`src/rtl/bcd_ctrl_pkg.sv`:
```
// Shared constants for the BCD display controller: FSM encoding, datapath widths
// and active-low seven-segment glyphs ({g,f,e,d,c,b,a}).
package bcd_ctrl_pkg;

    localparam logic [1:0] IDLE  = 2'd0;
    localparam logic [1:0] SHIFT = 2'd1;
    localparam logic [1:0] DONE  = 2'd2;

    localparam int BCD_DIGITS = 10;
    localparam int BIN_W      = 32;
    localparam int SHIFT_W    = 72;

    localparam logic RR_A = 1'b0;
    localparam logic RR_B = 1'b1;

    localparam logic [6:0] SEG_0     = 7'b1000000;
    localparam logic [6:0] SEG_1     = 7'b1111001;
    localparam logic [6:0] SEG_2     = 7'b0100100;
    localparam logic [6:0] SEG_3     = 7'b0110000;
    localparam logic [6:0] SEG_4     = 7'b0011001;
    localparam logic [6:0] SEG_5     = 7'b0010010;
    localparam logic [6:0] SEG_6     = 7'b0000010;
    localparam logic [6:0] SEG_7     = 7'b1111000;
    localparam logic [6:0] SEG_8     = 7'b0000000;
    localparam logic [6:0] SEG_9     = 7'b0010000;
    localparam logic [6:0] SEG_BLANK = 7'b1111111;
    localparam logic [6:0] SEG_DASH  = 7'b0111111;

endpackage

```
`src/rtl/seg7_decoder.sv`:
```
// BCD digit to active-low seven-segment pattern; dash overrides blank,
// and non-decimal codes are shown blank.
module seg7_decoder
    import bcd_ctrl_pkg::*;
(
    input  logic [3:0] digit,
    input  logic       blank,
    input  logic       dash,
    output logic [6:0] seg
);

    always_comb begin
        seg = SEG_BLANK;
        if (dash) begin
            seg = SEG_DASH;
        end else if (!blank) begin
            case (digit)
                4'd0:    seg = SEG_0;
                4'd1:    seg = SEG_1;
                4'd2:    seg = SEG_2;
                4'd3:    seg = SEG_3;
                4'd4:    seg = SEG_4;
                4'd5:    seg = SEG_5;
                4'd6:    seg = SEG_6;
                4'd7:    seg = SEG_7;
                4'd8:    seg = SEG_8;
                4'd9:    seg = SEG_9;
                default: seg = SEG_BLANK;
            endcase
        end
    end

endmodule

```
`src/rtl/bcd_display_ctrl.sv`:
```
// Two-requester binary-to-BCD converter (1 bit per cycle double-dabble) that holds
// the last result and scans it onto a multiplexed seven-segment display.
module bcd_display_ctrl
    import bcd_ctrl_pkg::*;
#(
    parameter int CLK_DIV    = 50000,
    parameter int NUM_DIGITS = 8,
    parameter bit BLANK_LZ   = 1'b1
) (
    input  logic        clk,
    input  logic        rst_n,
    input  logic        a_valid,
    input  logic [31:0] a_data,
    output logic        a_ready,
    input  logic        b_valid,
    input  logic [31:0] b_data,
    output logic        b_ready,
    output logic        busy,
    output logic [39:0] bcd_out,
    output logic        bcd_valid,
    output logic        overflow,
    output logic [7:0]  an,
    output logic [6:0]  seg,
    output logic [1:0]  dbg_state
);

    localparam int REF_W = (CLK_DIV > 1) ? $clog2(CLK_DIV) : 1;

    logic [1:0]         state;
    logic [1:0]         state_nxt;
    logic               rr_ptr;
    logic               grant_a;
    logic               grant_b;
    logic [SHIFT_W-1:0] sreg;
    logic [SHIFT_W-1:0] sreg_adj;
    logic [4:0]         bit_cnt;
    logic               ovf_calc;

    logic [39:0]        disp_bcd;
    logic               disp_ovf;
    logic [REF_W-1:0]   ref_cnt;
    logic [2:0]         dig_idx;
    logic [2:0]         idx_nxt;
    logic [7:0]         lz_mask;
    logic [6:0]         seg_nxt;
    logic               ref_wrap;

    // Handshake: a transfer happens on any clk edge where x_valid && x_ready;
    // x_ready is only ever raised in IDLE and only for the granted requester.
    always_comb begin
        grant_a = 1'b0;
        grant_b = 1'b0;
        if (state == IDLE) begin
            if (a_valid && b_valid) begin
                grant_a = (rr_ptr == RR_A);
                grant_b = (rr_ptr == RR_B);
            end else begin
                grant_a = a_valid;
                grant_b = b_valid;
            end
        end
    end

    always_ff @(posedge clk or negedge rst_n) begin
        if (!rst_n) begin
            state <= IDLE;
        end else begin
            state <= state_nxt;
        end
    end

    always_comb begin
        state_nxt = state;
        case (state)
            IDLE:    if (grant_a || grant_b) state_nxt = SHIFT;
            SHIFT:   if (bit_cnt == 5'd31) state_nxt = DONE;
            DONE:    state_nxt = IDLE;
            default: state_nxt = IDLE;
        endcase
    end

    always_comb begin
        a_ready   = grant_a;
        b_ready   = grant_b;
        busy      = (state != IDLE);
        dbg_state = state;
    end

    // Add-3 correction on every BCD nibble before the shift; no inter-nibble carry.
    always_comb begin
        sreg_adj = sreg;
        for (int i = 0; i < BCD_DIGITS; i++) begin
            if (sreg[BIN_W + 4*i +: 4] >= 4'd5) begin
                sreg_adj[BIN_W + 4*i +: 4] = sreg[BIN_W + 4*i +: 4] + 4'd3;
            end
        end
    end

    always_comb begin
        ovf_calc = 1'b0;
        for (int i = 0; i < BCD_DIGITS; i++) begin
            if (i >= NUM_DIGITS && sreg[BIN_W + 4*i +: 4] != 4'd0) begin
                ovf_calc = 1'b1;
            end
        end
    end

    always_ff @(posedge clk or negedge rst_n) begin
        if (!rst_n) begin
            rr_ptr    <= RR_A;
            sreg      <= '0;
            bit_cnt   <= '0;
            bcd_out   <= '0;
            bcd_valid <= 1'b0;
            overflow  <= 1'b0;
            disp_bcd  <= '0;
            disp_ovf  <= 1'b0;
        end else begin
            bcd_valid <= 1'b0;
            if (grant_a) begin
                rr_ptr  <= RR_B;
                sreg    <= {40'd0, a_data};
                bit_cnt <= '0;
            end else if (grant_b) begin
                rr_ptr  <= RR_A;
                sreg    <= {40'd0, b_data};
                bit_cnt <= '0;
            end else if (state == SHIFT) begin
                sreg    <= {sreg_adj[SHIFT_W-2:0], 1'b0};
                bit_cnt <= bit_cnt + 5'd1;
            end else if (state == DONE) begin
                bcd_out   <= sreg[SHIFT_W-1:BIN_W];
                bcd_valid <= 1'b1;
                overflow  <= ovf_calc;
                disp_bcd  <= sreg[SHIFT_W-1:BIN_W];
                disp_ovf  <= ovf_calc;
            end
        end
    end

    assign ref_wrap = (ref_cnt == REF_W'(CLK_DIV - 1));
    assign idx_nxt  = (dig_idx == 3'(NUM_DIGITS - 1)) ? 3'd0 : dig_idx + 3'd1;

    // A digit is a leading zero when it and every higher displayed digit are zero.
    always_comb begin
        logic zero_above;
        zero_above = 1'b1;
        lz_mask    = '0;
        for (int i = 7; i >= 0; i--) begin
            if (i < NUM_DIGITS) begin
                zero_above = zero_above && (disp_bcd[4*i +: 4] == 4'd0);
                lz_mask[i] = zero_above && (i != 0);
            end
        end
    end

    seg7_decoder u_seg7 (
        .digit (disp_bcd[{idx_nxt, 2'b00} +: 4]),
        .blank (BLANK_LZ && lz_mask[idx_nxt]),
        .dash  (disp_ovf),
        .seg   (seg_nxt)
    );

    // an/seg are registered at the digit advance, so fresh data shows from the next digit on.
    always_ff @(posedge clk or negedge rst_n) begin
        if (!rst_n) begin
            ref_cnt <= '0;
            dig_idx <= '0;
            an      <= 8'hFE;
            seg     <= SEG_0;
        end else if (ref_wrap) begin
            ref_cnt <= '0;
            dig_idx <= idx_nxt;
            an      <= ~(8'd1 << idx_nxt);
            seg     <= seg_nxt;
        end else begin
            ref_cnt <= ref_cnt + REF_W'(1);
        end
    end

endmodule

```
`config.mk`:
```
export PLATFORM = sky130hd
export DESIGN_NAME = bcd_display_ctrl
export DESIGN_NICKNAME = d
export VERILOG_FILES = /design/src/rtl/bcd_ctrl_pkg.sv /design/src/rtl/seg7_decoder.sv /design/src/rtl/bcd_display_ctrl.sv
export SDC_FILE = /design/constraint.sdc
export NUM_CORES = 1
export LEC_CHECK = 0
export BUFFER_PORTS_ARGS = -buffer_cell sky130_fd_sc_hd__buf_2
export CAP_MARGIN = 20
export CORE_MARGIN = 2
export CORE_UTILIZATION = 50
export CTS_CLUSTER_SIZE = 10
export DETAILED_ROUTE_END_ITERATION = 7
export PLACE_DENSITY = 0.8
export SKIP_LAST_GASP = 1
export SYNTH_ARGS = -nofsm -noshare
export SYNTH_HDL_FRONTEND = slang
export SYNTH_SLANG_ARGS = --single-unit
```
`constraint.sdc`:
```
create_clock -name clk -period 2.62 [get_ports clk]
set_input_delay 0.655 -clock clk [delete_from_list [all_inputs] [get_ports clk]]
set_output_delay 0.655 -clock clk [all_outputs]
set_load 0.005 [all_outputs]
```
==> out/metrics.csv, run 1 <==
metric,value,unit
Reg area,3910,um2
nets,1030,
final worst-path cycle share,97.6,%
gpl congestion,0.904,
total core area,15800,um2
number of port buffers,129,
clk sink count,156,
Synth Register Bits,156,
Critical Path RT,2.96,ns
hpwl dp,12500,um
RSZ-0062 raised after global routing,true,
max_cap viols,0,
Leakage,4.83,nW
HP Class,in2async,
Critical Path End Type,register,
Area Overhead vs Synth,20.3,%
measured slew at the worst slew-check pin,0.583,ns
Setup Skew,0.0118,ns
# hold bufs at CTS,0,
minimum clock period,2.56,ns
status,completed,
"Distinct cells, synth",53,
Fin. Hold Viols,0,
initial core utilization,50.7,%
Max-slew headroom,61.1,%
via count,6387,
pwr/cell area,913,nW/um2
die height,130,um
clk_lat worst skew,0.43,ns
Synth Cell Area,7990,um2
total chip power,8.78,mW
final worst setup slack,0.0626,ns
Final Max Slew Viols,0,
Longest Clk Path Bufs,2,
GR Overflow Total,0,
Synth Net Count,897,
Ports,130,
number of global-route vias before repair,6232,
CTS Buf Count,17,
full die area,17000,um2
final core utilization,61.0,%
most used flip-flop cell after synthesis,dfrtp_1,
H-tree Lvls,4,
total global-route track usage,22.2,%
Critical Path Start Type,register,
CTS tree,done,
Finished Layout Cells,1159,
largest net degree at the start of global routing,62,
asr flop ratio synth,100,%
chip width,130,um
post-route ant nets,0,
area of the multi-input gates,3820,um2
DR iter-0 viols,423,
antenna violations before repair,0,
Post-synth EDFFs,0,
DRC Markers,0,
"Reg clk slew, reported paths",0.07,ns
YS warnings,0,
fmax,0.391,GHz
share of layout cells above drive strength 1,26.3,%
first-pass GRT wire length,30000,um
critical path arrival,2.90,ns
drt total wl,18000,um
syn avg cell area,10.0,um2
critical-path maximum fanout,4,
pre-CTS WS,0.0513,ns
DRT Pass-1 Iters,5,
CP Class,reg2reg,
n_diodes,0,
endpoints failing setup,0,
Inst Count DP,1126,
fill count,1322,
maximum vdd drop,0.000587,V
wire length per cell,15.6,um
vias per cell,5.51,
Gate Count Post-Synth,797,
CTS root buf,clkbuf_16,
"Seq/Total Area, Yosys",49.0,%
floorplan row count,46,
cells in the mapped netlist, drive strengths merged (7+ instances only):
cell type,n,area [um2]
a211oi,7,52.6
a21oi,72,360
a32o,10,100
buf,8,51.3
clkbuf,35,131
dfrtp,148,3700
dfstp,8,210
ha,32,400
inv,30,113
mux2,41,462
mux2i,40,400
nand2,65,244
nand2b,12,75.1
nand3,10,50.1
nor2,74,278
nor2b,11,76.3
nor3,12,60.1
o21ai,59,295
o22ai,22,138
o31ai,10,75.1
xnor2,18,158
repair_timing:
action                     in CTS  in global routing
setup buffers                   0                  1
setup endpoints to repair       0                  4
gates resized for setup         0                  3
per-stage QoR:
step | hold slack [ns] | TNS, ns | instance area, um2
6_report | 0.172 | 0 | 9610
2_1_floorplan | 0.359 | 0 | 8010
3_5_place_dp | 0.456 | 0 | 9040
3_3_place_gp | 0.445 | 0 | 9040
4_1_cts | 0.192 | 0 | 9600
5_1_grt | 0.202 | -0.0976 | 9610
registers in the layout (all words and copies together) (netlist names), 2 cells and up:
register   flops
an             8
bit_cnt        5
dbg_state      2
dig_idx        3
disp_bcd      40
ref_cnt       16
seg            7
sreg          72
critical path, stage by stage (launching register included):
cell and delay [ns]:
dfrtp_1 0.41, ha_4 0.17, ha_1 0.18, or2_1 0.27, a221o_1 0.39, nand2_2 0.09, inv_1 0.06, ha_1 0.19
nand3b_1 0.17, o2111a_1 0.16, a2111o_1 0.38
power breakdown:
part	switching, mW	internal [mW]
Combinational	1.51	1.32
Sequential	0.574	3.01
Clock	1.04	1.32
Total	3.13	5.65
final cells by class:
cell class,count,area share [%]
clock buffers,18,4.46
clock inverters,14,1.42
inverters,32,1.25
multi-input cells,566,39.7
flip-flops and latches,156,40.7
well taps,216,2.81
repair buffers,157,9.62
cells by family after synthesis:
| kind of cell | count (synthesis) | share of synthesized area (%) |
|---|---|---|
| fa+ha+maj | 32 | 5.01 |
| compound gates | 212 | 16.1 |
| buf+inv | 75 | 3.79 |
| mux | 81 | 10.8 |
| simple gates | 217 | 12.7 |
| flops | 156 | 49.0 |
| xor+xnor | 24 | 2.63 |
per-layer routing:
metal	wire length (um)	part of all wire [%]	vias to the layer above	GRT usage (%)
met5	0	0	-	0
met4	282	1.6	0	6.88
met3	1210	6.7	27	6.27
met2	8450	47	212	35.5
met1	8080	45	3032	29.7
li1	-	-	3116	-
final timing paths:
kind	startpoint	endpoint	slack, ns	cells after the start
worst max-delay path	dig_idx[0]	seg[6]	0.06	10
worst min-delay path	rst_n	ref_cnt[12]	0.17	1
worst max register to register	dig_idx[0]	seg[6]	0.06	10
worst min register to register	ref_cnt[0]	ref_cnt[0]	0.48	1
max in group asynchronous	rst_n	sreg[66]	1.74	2
min in group clk	b_data[0]	sreg[0]	0.45	3
layout by cell type (no fill, tap or decap), drive strengths merged, types with 3 or more instances in the layout:
| cell | n |
|---|---|
| a211oi | 7 |
| a21o | 5 |
| a21oi | 72 |
| a22o | 4 |
| a31oi | 6 |
| a32o | 10 |
| and2 | 3 |
| and3 | 4 |
| buf | 157 |
| clkbuf | 18 |
| clkinv | 8 |
| clkinvlp | 3 |
| dfrtp | 148 |
| dfstp | 8 |
| ha | 32 |
| inv | 34 |
| mux2 | 41 |
| mux2i | 40 |
| nand2 | 65 |
| nand2b | 12 |
| nand3 | 10 |
| nor2 | 74 |
| nor2b | 11 |
| nor3 | 12 |
| nor3b | 6 |
| nor4 | 6 |
| o21ai | 59 |
| o22ai | 22 |
| o31ai | 10 |
| or4 | 6 |
| xnor2 | 18 |
| xor2 | 6 |
(Power assumes the default switching activity.)
==> inputs of run 2 (changes only) <==
- GPL_TIMING_DRIVEN: not set -> 0
- REMOVE_ABC_BUFFERS: not set -> 1
==> run 2 against run 1 <==
The run now ends with negative setup slack left. Worst hold slack gained 0.014 ns. Design area increased by 0.39%. Non-clock buffer count decreased by 7. Wire length grew 6.0%.
==> out/metrics.csv, run 2 (synthesis gave the netlist of run 1 again) <==
metric,value,unit
antenna violations before repair,0,
n_diodes,0,
floorplan row count,46,
maximum vdd drop,0.000559,V
status,"complete, but fails checks",
"commonest cells after routing, fill and taps aside","dfrtp_1, buf_2, nor2_1",
RSZ-0062 raised after global routing,true,
minimum clock period,2.62,ns
"most common cell after layout, fill and taps aside",dfrtp_1,
Critical Path RT,2.96,ns
gpl congestion,0.851,
CTS root buf,clkbuf_16,
Fin Setup TNS,-0.00332,ns
CTS Buf Count,17,
critical-path cell list,ha_4 -> nor2b_4 -> or2_4 -> a221o_1 -> nand2_2 -> inv_1 -> ha_1 -> nand3b_1 -> o2111a_1 -> a2111o_1,
CP Class,reg2reg,
max reg flops,72,
initial core utilization,50.7,%
fill count,1302,
Setup Skew,0.00938,ns
via count,6530,
share of layout cells above drive strength 1,26.3,%
number of port buffers,129,
max_cap viols,0,
number of global-route vias before repair,6344,
H-tree Lvls,4,
DRT Pass-1 Iters,5,
critical-path maximum fanout,7,
drt total wl,19100,um
Critical Path Start Type,register,
measured slew at the worst slew-check pin,0.822,ns
GR Overflow Total,0,
nets,1025,
final worst setup slack,-0.00332,ns
Critical-path top delay cell,dfrtp_4,
chip width,130,um
endpoints failing setup,1,
largest net degree at the start of global routing,103,
crit-path max cell delay,0.49,ns
total global-route track usage,23.1,%
fmax,0.381,GHz
Area Overhead vs Synth,20.8,%
failing checks,negative setup slack,
hpwl dp,12700,um
post-route ant nets,0,
"Reg clk slew, reported paths",0.06,ns
DR iter-0 viols,496,
crit-path leading delay family,compound AO/OA/AOI/OAI gates,
Fin. Hold Viols,0,
Leakage,4.80,nW
pwr/cell area,921,nW/um2
Critical Path End Type,register,
total core area,15800,um2
Largest Register,sreg,
full die area,17000,um2
wire length per cell,16.6,um
critical path arrival,2.96,ns
Largest regs,"sreg x72, disp_bcd x40, ref_cnt x16",
clk sink count,156,
total chip power,8.89,mW
HP Class,in2async,
clk_lat worst skew,0.42,ns
WP buf/inv,1,
Max-slew headroom,45.2,%
Ports,130,
Longest Clk Path Bufs,2,
first-pass GRT wire length,31000,um
die height,130,um
Final Max Slew Viols,0,
final worst-path cycle share,100,%
CTS tree,done,
DRC Markers,0,
vias per cell,5.66,
# hold bufs at CTS,0,
run 2: cell types whose count changed in the layout (fill, tap and decap cells not counted), moves of 2 or more:
cell	change
clkbuf_1	+3
nand2b_2	+2
buf_12	-3
buf_4	-9
nand2b_1	-2
clkbuf_8	+2
clkinv_4	-4
buf_16	+3
clkinvlp_4	+2
inv_6	-3
run 2: per-layer routing:
layer | share of wire (%) | track usage [%] | up-vias | wire (um)
li1 | - | - | 3114 | -
met1 | 43 | 29.4 | 3165 | 8180
met2 | 48 | 37.5 | 226 | 9190
met3 | 7.4 | 7.86 | 25 | 1410
met4 | 1.7 | 7.07 | 0 | 329
met5 | 0 | 0 | - | 0
run 2: final cells by class:
cell class | count | area [um2] | share of cell area [%]
Sequential cell | 156 | 3920 | 40.6
Multi-Input combinational cell | 568 | 3880 | 40.2
Timing Repair Buffer | 150 | 906 | 9.39
Clock buffer | 23 | 468 | 4.85
Tap cell | 216 | 270 | 2.80
Inverter | 32 | 123 | 1.27
Clock inverter | 9 | 90.1 | 0.933
run 2: repair_timing:
| item | CTS | global route |
|---|---|---|
| pin swaps | 2 | 7 |
| resized for setup | 14 | 5 |
| setup buffers | 6 | 8 |
| endpoints found under the setup margin | 9 | 6 |
| cloned | 1 | 1 |
run 2: per-stage QoR:
stage,setup slack (ns),cell area [um2],utilization (%),std cells,hold slack [ns]
floorplan,-1.09,7810,-,754,0.359
global placement,-2.40,8720,55.3,1099,0.446
detailed placement,-0.962,8910,56.5,1106,0.455
CTS,-0.171,9570,60.7,1145,0.202
global route,-0.0912,9650,61.2,1154,0.222
finish,-0.00332,9650,61.2,1154,0.185
run 2: power by group:
| group | leakage [nW] | switching, mW | internal (mW) |
|---|---|---|---|
| logic | 2.51 | 1.59 | 1.35 |
| clock network | 0.256 | 0.983 | 1.36 |
| registers | 2.03 | 0.583 | 3.01 |
| total | 4.80 | 3.16 | 5.73 |
run 2: worst register-to-register path, delay by kind of cell, from the launching register on:
kind                       cells  cell delay [ns]
AOI/OAI and AO/OA              3             0.91
adders and majority gates      2             0.49
and+or+nand+nor                4             0.59
buffers and inverters          1             0.06
DFF                            1             0.49
run 2: worst paths after layout:
check,startpoint,endpoint,slack [ns],depth (start not counted)
max,dig_idx[0],seg[6],-0.003,10
min,rst_n,ref_cnt[4],0.19,1
max reg2reg,dig_idx[0],seg[6],-0.003,10
min reg2reg,ref_cnt[0],ref_cnt[0],0.47,1
min in group clk,b_data[0],sreg[0],0.43,3
max in group asynchronous,rst_n,seg[6],1.56,2
==> inputs of run 3 (changes only) <==
- GPL_TIMING_DRIVEN: 0 -> 1
==> run 3 against run 2 <==
The run now ends clean. Utilization rose by 0.43 points. Setup slack improved by 0.090 ns. Non-clock buffer count rose by 16. Critical path type unchanged. Critical endpoint unchanged. Largest cell class unchanged. Highest routed layer unchanged.
==> out/metrics.csv, run 3 (synthesis gave the netlist of run 1 again) <==
metric,value,unit
number of global-route vias before repair,6319,
status,completed,
Critical Path RT,2.97,ns
post-route ant nets,0,
Clock Power Share,27.9,%
maximum vdd drop,0.000516,V
critical-path maximum fanout,17,
max reg flops,72,
endpoints failing setup,0,
total global-route track usage,23.2,%
DRT Pass-1 Iters,5,
Ports,130,
Internal,5.79,mW
"Reg clk slew, reported paths",0.06,ns
clk sink count,156,
Post-CTS Setup Bufs,0,
first-pass GRT wire length,30900,um
Largest Register,sreg,
DRC Markers,0,
# hold bufs at CTS,0,
gpl congestion,0.881,
die height,130,um
pwr/cell area,924,nW/um2
HP Class,in2async,
Critical Path Start Type,register,
Final Max Slew Viols,0,
Fin. Hold Viols,0,
"commonest cells after routing, fill and taps aside","dfrtp_1, buf_2, nor2_1",
critical path arrival,2.89,ns
switching pwr,3.19,mW
clk_lat worst skew,0.43,ns
Leakage,4.89,nW
fmax,0.395,GHz
Longest Clk Path Bufs,2,
Critical Path End Type,register,
hpwl dp,13300,um
placed cell areas,9100,um2
antenna violations before repair,0,
floorplan row count,46,
chip width,130,um
wire length per cell,16.3,um
Combinational Power Share,32.3,%
Seq pwr share,39.8,%
vias per cell,5.58,
n_diodes,0,
Net Sw Frac,35.5,%
total chip power,8.98,mW
full die area,17000,um2
share of layout cells above drive strength 1,27.1,%
Inst Count DP,1136,
Area Overhead vs Synth,21.6,%
Largest regs,"sreg x72, disp_bcd x40, ref_cnt x16",
via count,6515,
fill count,1343,
RSZ-0062 raised after global routing,true,
largest net degree at the start of global routing,64,
GR Overflow Total,0,
final worst-path cycle share,96.7,%
number of port buffers,129,
"most common cell after layout, fill and taps aside",dfrtp_1,
total core area,15800,um2
max_cap viols,0,
CTS Buf Count,17,
Setup Skew,0.00963,ns
Reg2Reg Setup Slack,0.09,ns
H-tree Lvls,4,
final instance area,9720,um2
CTS tree,done,
initial core utilization,50.7,%
nets,1039,
Finished Layout Cells,1168,
CTS root buf,clkbuf_16,
drt total wl,19000,um
CP Class,reg2reg,
measured slew at the worst slew-check pin,0.648,ns
Max-slew headroom,56.7,%
minimum clock period,2.53,ns
DR iter-0 viols,361,
[run 3: changes by cell type in the layout (fill, tap and decap cells not counted), moves of 3 or more]
cell / change
buf_12: +3
buf_16: -3
buf_4: +18
clkbuf_1: -3
inv_6: +3
[run 3: worst paths after layout]
check | startpoint | end | cells after the start
setup / recovery | dig_idx[0] | seg[6] | 10
hold / removal | rst_n | ref_cnt[12] | 1
setup reg to reg | dig_idx[0] | seg[6] | 10
hold reg to reg | ref_cnt[0] | ref_cnt[0] | 1
max in group asynchronous | rst_n | seg[6] | 2
min in group clk | b_data[0] | sreg[0] | 3
[run 3: worst max-delay path, stage by stage (launching register included)]
cell and delay (ns):
dfrtp_1 0.41, buf_4 0.22, nor2b_4 0.15, or2_1 0.27, a221o_1 0.38, nand2_1 0.09, inv_1 0.05, ha_1 0.18
nand3b_1 0.16, o2111a_1 0.16, a2111o_1 0.38
[run 3: per-layer routing]
metal  part of all wire [%]  global-route usage [%]
met3                    6.4                    6.72
met1                     44                    29.8
met4                    2.6                    9.51
met5                      0                       0
met2                     47                    37.1
[run 3: layout make-up]
cell class	count	area, um2	area share (%)
Tap cell	216	270	2.78
Inverter	32	120	1.24
Sequential cell	156	3910	40.3
Clock buffer	19	443	4.56
Clock inverter	13	154	1.58
Multi-Input combinational cell	566	3820	39.4
Timing Repair Buffer	166	992	10.2
[run 3: metrics by stage]
stage / hold slack (ns) / utilization (%) / setup slack [ns] / setup TNS (ns)
2_1_floorplan: 0.359 / - / -1.09 / -46.00
3_3_place_gp: 0.447 / 57.7 / 0.0629 / 0
3_5_place_dp: 0.462 / 57.7 / 0.0489 / 0
4_1_cts: 0.130 / 61.5 / 0.0253 / 0
5_1_grt: 0.146 / 61.6 / -0.0366 / -0.0366
6_report: 0.130 / 61.6 / 0.0866 / 0
[run 3: power groups by stage]
stage	clock network (mW)	registers (mW)	logic, mW
2_1_floorplan	0	3.43	2.16
3_3_place_gp	0	3.57	2.75
3_5_place_dp	0	3.59	2.87
4_1_cts	2.54	3.56	2.92
5_1_grt	2.67	3.66	3.31
6_report	2.50	3.58	2.90
[run 3: what timing repair did]
item	in CTS	in global routing
setup endpoints to repair	0	3
gates resized for setup	0	5
hold endpoints to repair	0	0
